**src/rtl/gcm_block_packer_if.sv**
```systemverilog
// Beat-in / word-out signal bundle between the packet source, the packer and the cipher.
// The packer sits on the slave modport; the beat source drives through the master modport.
interface gcm_block_packer_if #(
    parameter int NB_BLOCK  = 128,
    parameter int N_BLOCKS  = 2,
    parameter int NB_LENGTH = 64,
    parameter int NB_GAP    = 8
);
    localparam int NB_DATA = N_BLOCKS * NB_BLOCK;

    logic [NB_BLOCK-1:0]  i_block;
    logic                 i_block_valid;
    logic                 i_block_first;
    logic                 i_block_last;
    logic [4:0]           i_block_bytes;
    logic [NB_GAP-1:0]    i_rf_static_gap;
    logic                 i_clear_fault_flags;
    logic                 o_ready;
    logic [NB_DATA-1:0]   o_plaintext_words_x;
    logic                 o_valid_text;
    logic                 o_sop;
    logic                 o_eop;
    logic [NB_LENGTH-1:0] o_length_plaintext;
    logic                 o_fault_protocol;

    modport master (
        output i_block, i_block_valid, i_block_first, i_block_last, i_block_bytes,
               i_rf_static_gap, i_clear_fault_flags,
        input  o_ready, o_plaintext_words_x, o_valid_text, o_sop, o_eop,
               o_length_plaintext, o_fault_protocol
    );

    modport slave (
        input  i_block, i_block_valid, i_block_first, i_block_last, i_block_bytes,
               i_rf_static_gap, i_clear_fault_flags,
        output o_ready, o_plaintext_words_x, o_valid_text, o_sop, o_eop,
               o_length_plaintext, o_fault_protocol
    );
endinterface

```
**src/rtl/gcm_block_packer.sv**
```systemverilog
// Packs 128-bit plaintext beats into N_BLOCKS-wide cipher words with sop/eop/length framing.
// sop 1 cycle after the first beat, words 2 cycles after the completing beat; ready drops for gap+1 cycles after each last beat.
module gcm_block_packer #(
    parameter int NB_BLOCK  = 128,
    parameter int N_BLOCKS  = 2,
    parameter int NB_DATA   = N_BLOCKS * NB_BLOCK,
    parameter int NB_LENGTH = 64,
    parameter int NB_GAP    = 8
) (
    input  logic              i_clock,
    input  logic              i_reset_n,
    gcm_block_packer_if.slave bus
);
    localparam int                 NB_BYTES   = NB_BLOCK / 8;
    localparam int                 NB_SLOT    = (N_BLOCKS > 1) ? $clog2(N_BLOCKS) : 1;
    localparam logic [4:0]         FULL_BYTES = 5'(NB_BYTES);
    localparam logic [NB_SLOT-1:0] LAST_SLOT  = NB_SLOT'(N_BLOCKS - 1);

    typedef enum logic [1:0] {ST_IDLE, ST_PACK, ST_GAP} state_t;

    state_t               state_q;
    logic                 ready_q;
    logic [NB_GAP-1:0]    gap_cnt_q;
    logic [NB_SLOT-1:0]   slot_q;
    logic [NB_DATA-1:0]   acc_q;
    logic [NB_LENGTH-1:0] len_q;
    logic                 s1_vld_q;
    logic                 s1_eop_q;
    logic [NB_DATA-1:0]   s1_word_q;
    logic [NB_LENGTH-1:0] s1_len_q;
    logic                 out_vld_q;
    logic                 out_eop_q;
    logic                 sop_q;
    logic                 fault_q;
    logic [NB_DATA-1:0]   out_word_q;
    logic [NB_LENGTH-1:0] out_len_q;

    logic                 take;
    logic                 start;
    logic                 beat;
    logic                 fault_evt;
    logic                 complete;
    logic [4:0]           eff_bytes;
    logic [NB_SLOT-1:0]   slot_cur;
    logic [NB_BLOCK-1:0]  masked;
    logic [NB_DATA-1:0]   word_next;
    logic [NB_LENGTH-1:0] len_next;

    assign take  = bus.i_block_valid & ready_q;
    assign start = take & bus.i_block_first;
    // A first beat is always packed, even mid-packet: it restarts framing and drops the partial word.
    assign beat  = start | (take & (state_q == ST_PACK));
    assign fault_evt = (bus.i_block_valid & ~ready_q)
                     | (take & (state_q == ST_IDLE) & ~bus.i_block_first)
                     | (take & (state_q == ST_PACK) &  bus.i_block_first);

    assign eff_bytes = ((bus.i_block_bytes == 5'd0) || (bus.i_block_bytes >= FULL_BYTES))
                     ? FULL_BYTES : bus.i_block_bytes;
    assign slot_cur  = bus.i_block_first ? '0 : slot_q;
    assign complete  = bus.i_block_last | (slot_cur == LAST_SLOT);

    always_comb begin
        masked = bus.i_block;
        if (bus.i_block_last) begin
            for (int j = 0; j < NB_BYTES; j++) begin
                if (5'(j) >= eff_bytes) masked[NB_BLOCK-1-8*j -: 8] = 8'h00;
            end
        end
        word_next = bus.i_block_first ? '0 : acc_q;
        word_next[slot_cur*NB_BLOCK +: NB_BLOCK] = masked;
        len_next = (bus.i_block_first ? '0 : len_q)
                 + (bus.i_block_last ? (NB_LENGTH'(eff_bytes) << 3) : NB_LENGTH'(NB_BLOCK));
    end

    always_ff @(posedge i_clock or negedge i_reset_n) begin
        if (!i_reset_n) begin
            state_q    <= ST_IDLE;
            ready_q    <= 1'b1;
            gap_cnt_q  <= '0;
            slot_q     <= '0;
            acc_q      <= '0;
            len_q      <= '0;
            s1_vld_q   <= 1'b0;
            s1_eop_q   <= 1'b0;
            s1_word_q  <= '0;
            s1_len_q   <= '0;
            out_vld_q  <= 1'b0;
            out_eop_q  <= 1'b0;
            sop_q      <= 1'b0;
            fault_q    <= 1'b0;
            out_word_q <= '0;
            out_len_q  <= '0;
        end else begin
            sop_q <= start;

            case (state_q)
                ST_IDLE, ST_PACK: begin
                    if (beat && bus.i_block_last) begin
                        state_q   <= ST_GAP;
                        ready_q   <= 1'b0;
                        gap_cnt_q <= bus.i_rf_static_gap;
                    end else if (start) begin
                        state_q <= ST_PACK;
                    end
                end
                ST_GAP: begin
                    if (gap_cnt_q == '0) begin
                        state_q <= ST_IDLE;
                        ready_q <= 1'b1;
                    end else begin
                        gap_cnt_q <= gap_cnt_q - 1'b1;
                    end
                end
                default: begin
                    state_q <= ST_IDLE;
                    ready_q <= 1'b1;
                end
            endcase

            if (beat) begin
                len_q <= len_next;
                if (complete) begin
                    s1_word_q <= word_next;
                    acc_q     <= '0;
                    slot_q    <= '0;
                end else begin
                    acc_q  <= word_next;
                    slot_q <= slot_cur + 1'b1;
                end
                if (bus.i_block_last) s1_len_q <= len_next;
            end
            s1_vld_q <= beat & complete;
            s1_eop_q <= beat & bus.i_block_last;

            // Second pipeline stage: word and length hold between pulses.
            out_vld_q <= s1_vld_q;
            out_eop_q <= s1_eop_q;
            if (s1_vld_q) out_word_q <= s1_word_q;
            if (s1_eop_q) out_len_q  <= s1_len_q;

            if (fault_evt)                    fault_q <= 1'b1;
            else if (bus.i_clear_fault_flags) fault_q <= 1'b0;
        end
    end

    assign bus.o_ready             = ready_q;
    assign bus.o_plaintext_words_x = out_word_q;
    assign bus.o_valid_text        = out_vld_q;
    assign bus.o_sop               = sop_q;
    assign bus.o_eop               = out_eop_q;
    assign bus.o_length_plaintext  = out_len_q;
    assign bus.o_fault_protocol    = fault_q;
endmodule

```
**src/flat_wrapper.sv**
```systemverilog
// flat-port wrapper written by rule: the top's interface ports become plain ports
module gcm_block_packer_flat 
#(
    parameter int NB_BLOCK  = 128,
    parameter int N_BLOCKS  = 2,
    parameter int NB_DATA   = N_BLOCKS * NB_BLOCK,
    parameter int NB_LENGTH = 64,
    parameter int NB_GAP    = 8
)
  (i_clock, i_reset_n, bus_i_block, bus_i_block_valid, bus_i_block_first, bus_i_block_last, bus_i_block_bytes, bus_i_rf_static_gap, bus_i_clear_fault_flags, bus_o_ready, bus_o_plaintext_words_x, bus_o_valid_text, bus_o_sop, bus_o_eop, bus_o_length_plaintext, bus_o_fault_protocol);
  gcm_block_packer_if #(.NB_BLOCK(NB_BLOCK), .N_BLOCKS(N_BLOCKS), .NB_LENGTH(NB_LENGTH), .NB_GAP(NB_GAP)) bus_i ();
  input  logic i_clock;
  input  logic i_reset_n;
  input wire logic [$bits(bus_i.i_block)-1:0] bus_i_block;
  input wire logic [$bits(bus_i.i_block_valid)-1:0] bus_i_block_valid;
  input wire logic [$bits(bus_i.i_block_first)-1:0] bus_i_block_first;
  input wire logic [$bits(bus_i.i_block_last)-1:0] bus_i_block_last;
  input wire logic [$bits(bus_i.i_block_bytes)-1:0] bus_i_block_bytes;
  input wire logic [$bits(bus_i.i_rf_static_gap)-1:0] bus_i_rf_static_gap;
  input wire logic [$bits(bus_i.i_clear_fault_flags)-1:0] bus_i_clear_fault_flags;
  output wire logic [$bits(bus_i.o_ready)-1:0] bus_o_ready;
  output wire logic [$bits(bus_i.o_plaintext_words_x)-1:0] bus_o_plaintext_words_x;
  output wire logic [$bits(bus_i.o_valid_text)-1:0] bus_o_valid_text;
  output wire logic [$bits(bus_i.o_sop)-1:0] bus_o_sop;
  output wire logic [$bits(bus_i.o_eop)-1:0] bus_o_eop;
  output wire logic [$bits(bus_i.o_length_plaintext)-1:0] bus_o_length_plaintext;
  output wire logic [$bits(bus_i.o_fault_protocol)-1:0] bus_o_fault_protocol;
  assign bus_i.i_block = bus_i_block;
  assign bus_i.i_block_valid = bus_i_block_valid;
  assign bus_i.i_block_first = bus_i_block_first;
  assign bus_i.i_block_last = bus_i_block_last;
  assign bus_i.i_block_bytes = bus_i_block_bytes;
  assign bus_i.i_rf_static_gap = bus_i_rf_static_gap;
  assign bus_i.i_clear_fault_flags = bus_i_clear_fault_flags;
  assign bus_o_ready = bus_i.o_ready;
  assign bus_o_plaintext_words_x = bus_i.o_plaintext_words_x;
  assign bus_o_valid_text = bus_i.o_valid_text;
  assign bus_o_sop = bus_i.o_sop;
  assign bus_o_eop = bus_i.o_eop;
  assign bus_o_length_plaintext = bus_i.o_length_plaintext;
  assign bus_o_fault_protocol = bus_i.o_fault_protocol;
  gcm_block_packer #(.NB_BLOCK(NB_BLOCK), .N_BLOCKS(N_BLOCKS), .NB_DATA(NB_DATA), .NB_LENGTH(NB_LENGTH), .NB_GAP(NB_GAP)) u_core (.i_clock(i_clock), .i_reset_n(i_reset_n), .bus(bus_i));
endmodule
```
**config.mk**
```make
export PLATFORM = sky130hd
export DESIGN_NAME = gcm_block_packer_flat
export DESIGN_NICKNAME = d
export VERILOG_FILES = /design/src/rtl/gcm_block_packer_if.sv /design/src/rtl/gcm_block_packer.sv /design/src/flat_wrapper.sv
export SDC_FILE = /design/constraint.sdc
export NUM_CORES = 2
export LEC_CHECK = 0
export CORE_MARGIN = 1.5
export CORE_UTILIZATION = 55
export CTS_BUF_LIST = sky130_fd_sc_hd__clkbuf_4 sky130_fd_sc_hd__clkbuf_8
export DETAILED_ROUTE_END_ITERATION = 8
export DONT_BUFFER_PORTS = 1
export PLACE_DENSITY = 0.7
export SLEW_MARGIN = 40
export SYNTH_ARGS = -nofsm -noshare
export SYNTH_HDL_FRONTEND = slang
export SYNTH_SLANG_ARGS = --single-unit
```
**constraint.sdc**
```tcl
create_clock -name i_clock -period 7.1 [get_ports i_clock]
set_input_delay 0.71 -clock i_clock [delete_from_list [all_inputs] [get_ports i_clock]]
set_output_delay 0.71 -clock i_clock [all_outputs]
set_load 0.005 [all_outputs]
```
==> results.toml <==
[pwr]
p_leak_nw = 19.91
irDropWorstVdd_mv = 0.2131
power_mw = 17.27
power.density_mw_per_mm2 = 383.7

[yosys]
synth_top_family_by_area = "simple AND/OR/NAND/NOR gates"
synth-simple-area-share_pct = 14.70
synth.distinct_cells = 66
syn-instance-count = 3621
synthAdderAreaFrac_pct = 0.2640
avgSynthCellArea_um2 = 11.25
synthFlopType = "dfrtp_1"
ys_ff_latch = 978
synth_edf_count = 0
synth_top_area_cell = "dfrtp_1"
yosysSeqAreaShare_pct = 60.05
yosys.area.top_type_share_pct = 59.99
synthArstFlopShare_pct = 100.0
muxShareOfSynthArea_pct = 9.530
synth_compound_area_share_pct = 11.66
synth_nets = 3776
synth_area_leaders = "dfrtp_1 (60%), mux2_2 (8.8%), nand2_1 (4.0%)"
ys_warn_count = 0
netlist_area_mm2 = 0.04075
synth_xor_xnor_area_share_pct = 0.9456

[critical_path]
cp_cell_sequence = "nand2b_1 -> a21oi_1 -> inv_2 -> ha_1 -> a21oi_1 -> nor2_1 -> o21ai_0 -> nor3_1 -> and3_1 -> a221o_1"
r2r_setup_slack_ps = 3730
crit_path_end_kind = "flop"
timing.rr.end = "u_core.s1_word_q[227]"
cp.arrival_ps = 4360
slowest_delay_ps = 730
start_kind = "input pin"
crit_top_cell = "a21oi_1"
worstSetupPathType = "in2reg"
crit_fanout = 25
worst_r2r_path_depth = 8
cp.required_ps = 7770
slowest_stage = "o21ai_0"
reg2reg_from = "u_core.state_q[1]"

[global_route]
track_usage_pct = 28.50
grt_pass1_wl_um = 167500
grt_pass1_vias = 28490
grt_max_degree = 979
antenna_found_initial = 2
overflow = 0

[run]
cap_violations = 0

[timing]
grt_setup_unrepaired = "false"
period_share_pct = 51.92
drv_slew = 0
layout_setup_ws_ps = 3414
tightest_slew_ps = 858.2
finalClockSkew_ps = 37.50
fin_tns_setup_ps = 0
max_slew_margin_pct = 42.18
holdWs_ps = 62.90
finalCriticalPeriod_ps = 3686
setup_violations = 0
clock.fmax_mhz = 271.3
final_hold_viol_count = 0

[detailed_routing]
wirelength_um = 108700
dr.pass1.iters = 9
dr.first_iter.drc_count = 2835
dr_total_vias = 28620
routedWlPerCell_um = 23.51
ant_nets = 0
drc = 22
via_per_inst = 6.191

[placement]
portBuffers = 0
dp_hpwl_um = 66720
gp_congestion = 0.8856
dpl-instance-area_mm2 = 0.04127
dp.cells = 4323
place_ws_ps = 2748

[floorplan]
die_h_um = 275.2
fp.dieArea_mm2 = 0.07574
initial_core_util_pct = 55.67
die_x_um = 275.2
rows = 99
core_area_mm2 = 0.07321
io_pins = 472

[min_path]
hp-class = "in2reg"
min_to = "u_core.gap_cnt_q[2]"
min_from = "bus_i_rf_static_gap[2]"
hold_depth = 2

[clock_network]
numCtsBuffers = 156
clockBufferDepth = 3
cts_tree = "yes"
cts-htree-levels = 4
clk_pin_slew_ps = 70
cts-root-buf = "clkbuf_8"
clock-sinks = 978
clkLatencyLatePin_ps = 810

[run_status]
violations = "DRC"
status = "complete, but fails checks"

[layout]
final_cells = 4623
area_delta_synth_final_pct = 10.43
utilization_pct = 61.48
drive_gt1_share_pct = 18.18
fin_area_mm2 = 0.04500
fin_nets = 3708
==> worst max-delay path: cells and delay by family <==
kind            cells  cell delay (ps)
simple gates        4              840
compound gates      4             1870
fa+ha+maj           1              510
buf+inv             1              430
==> cell families (layout without fill, tap and decap cells) <==
logic type | Yosys count | in the layout
AND/OR/NAND/NOR | 1229 | 1229
flip-flops | 978 | 978
AO/OA/AOI/OAI | 708 | 708
multiplexers | 348 | 348
buffers and inverters | 306 | 348
XOR/XNOR | 44 | 44
adder cells (fa/ha/maj) | 8 | 8
other | 0 | 1
==> report_power, final <==
part           switching [mW]  total (mW)  internal (mW)
Combinational            1.89        3.41           1.53
Clock                    2.23        4.98           2.75
Sequential               1.52        8.87           7.35
Total                    5.64        17.3           11.6
==> registers in the layout (all words and copies together) (netlist names), 2 cells and up <==
name                            flops
u_core.bus.o_plaintext_words_x    256
u_core.acc_q                      256
u_core.state_q                      2
u_core.len_q                       64
u_core.s1_len_q                    64
u_core.bus.o_length_plaintext      64
u_core.s1_word_q                  256
u_core.gap_cnt_q                    8
==> synth_stat cells (all sizes together), types with 4 or more instances <==
library cell  number
o311ai             6
nor3b             10
a21oi             33
nor2b            156
o2111ai            4
buf               16
xor2               7
nor3              49
nand4             17
clkbuf           270
nor2             198
a221o             15
or2                6
nand3            139
o31ai             17
or4               10
a32o             112
inv               20
dfrtp            977
a31oi            235
o211ai             5
xnor2             37
a22o              17
nand2            430
and2             137
ha                 7
mux2             320
a21o              12
a221oi             8
and3               9
nand2b            10
nor4              29
and4               5
mux2i             28
a211o              4
o21ai            225
or3               11
==> layer usage <==
layer / part of all wire [%] / GRT usage, % / up-vias
met2: 46 / 43.69 / 1133
li1: - / - / 12700
met4: 4.8 / 14.14 / 2
met1: 41 / 37.48 / 14520
met5: 0.012 / 0 / -
met3: 8.2 / 7.925 / 268
==> placed cells by master, fill, tap and decap left out, drive strengths merged, types with 15 or more instances in the layout <==
master       Yosys  routed
a21oi           33      33
a221o           15      15
a22o            17      17
a31oi          235     235
a32o           112     112
and2           137     137
buf             16      39
clkbuf         270     242
clkinv           0      17
dfrtp          977     977
dlygate4sd3      0      21
inv             20      28
mux2           320     320
mux2i           28      28
nand2          430     430
nand3          139     139
nand4           17      17
nor2           198     198
nor2b          156     156
nor3            49      49
nor4            29      29
o21ai          225     225
o31ai           17      17
xnor2           37      37
==> repair_timing <==
action,CTS,global route
resized for setup,0,0
endpoints found under the hold margin,1019,333
buffers inserted,0,0
hold buffers,21,2
==> worst max path at each step <==
| stage | from | to | slack, ps |
|---|---|---|---|
| 3_5_place_dp | bus_i_block_bytes[4] | u_core.len_q[54] | 2750 |
| 3_3_place_gp | bus_i_block_bytes[4] | u_core.len_q[52] | 2920 |
| 5_1_grt | bus_i_block_bytes[4] | u_core.s1_len_q[29] | 3270 |
| 4_1_cts | bus_i_block_bytes[4] | u_core.len_q[35] | 3610 |
| 6_report | bus_i_block_bytes[4] | u_core.len_q[35] | 3410 |
| 2_1_floorplan | bus_i_block_first | u_core.len_q[35] | 3110 |
==> cell type report <==
class	instances	area (um^2)
well taps	959	1200
clock inverters	26	249.0
fillers	5837	28200
inverters	20	87.58
diodes	1	2.502
multi-input cells	2337	15220
repair buffers	60	740.7
flip-flops and latches	978	24480
clock buffers	242	3018
No activity file was read; power rests on OpenSTA's default activity.
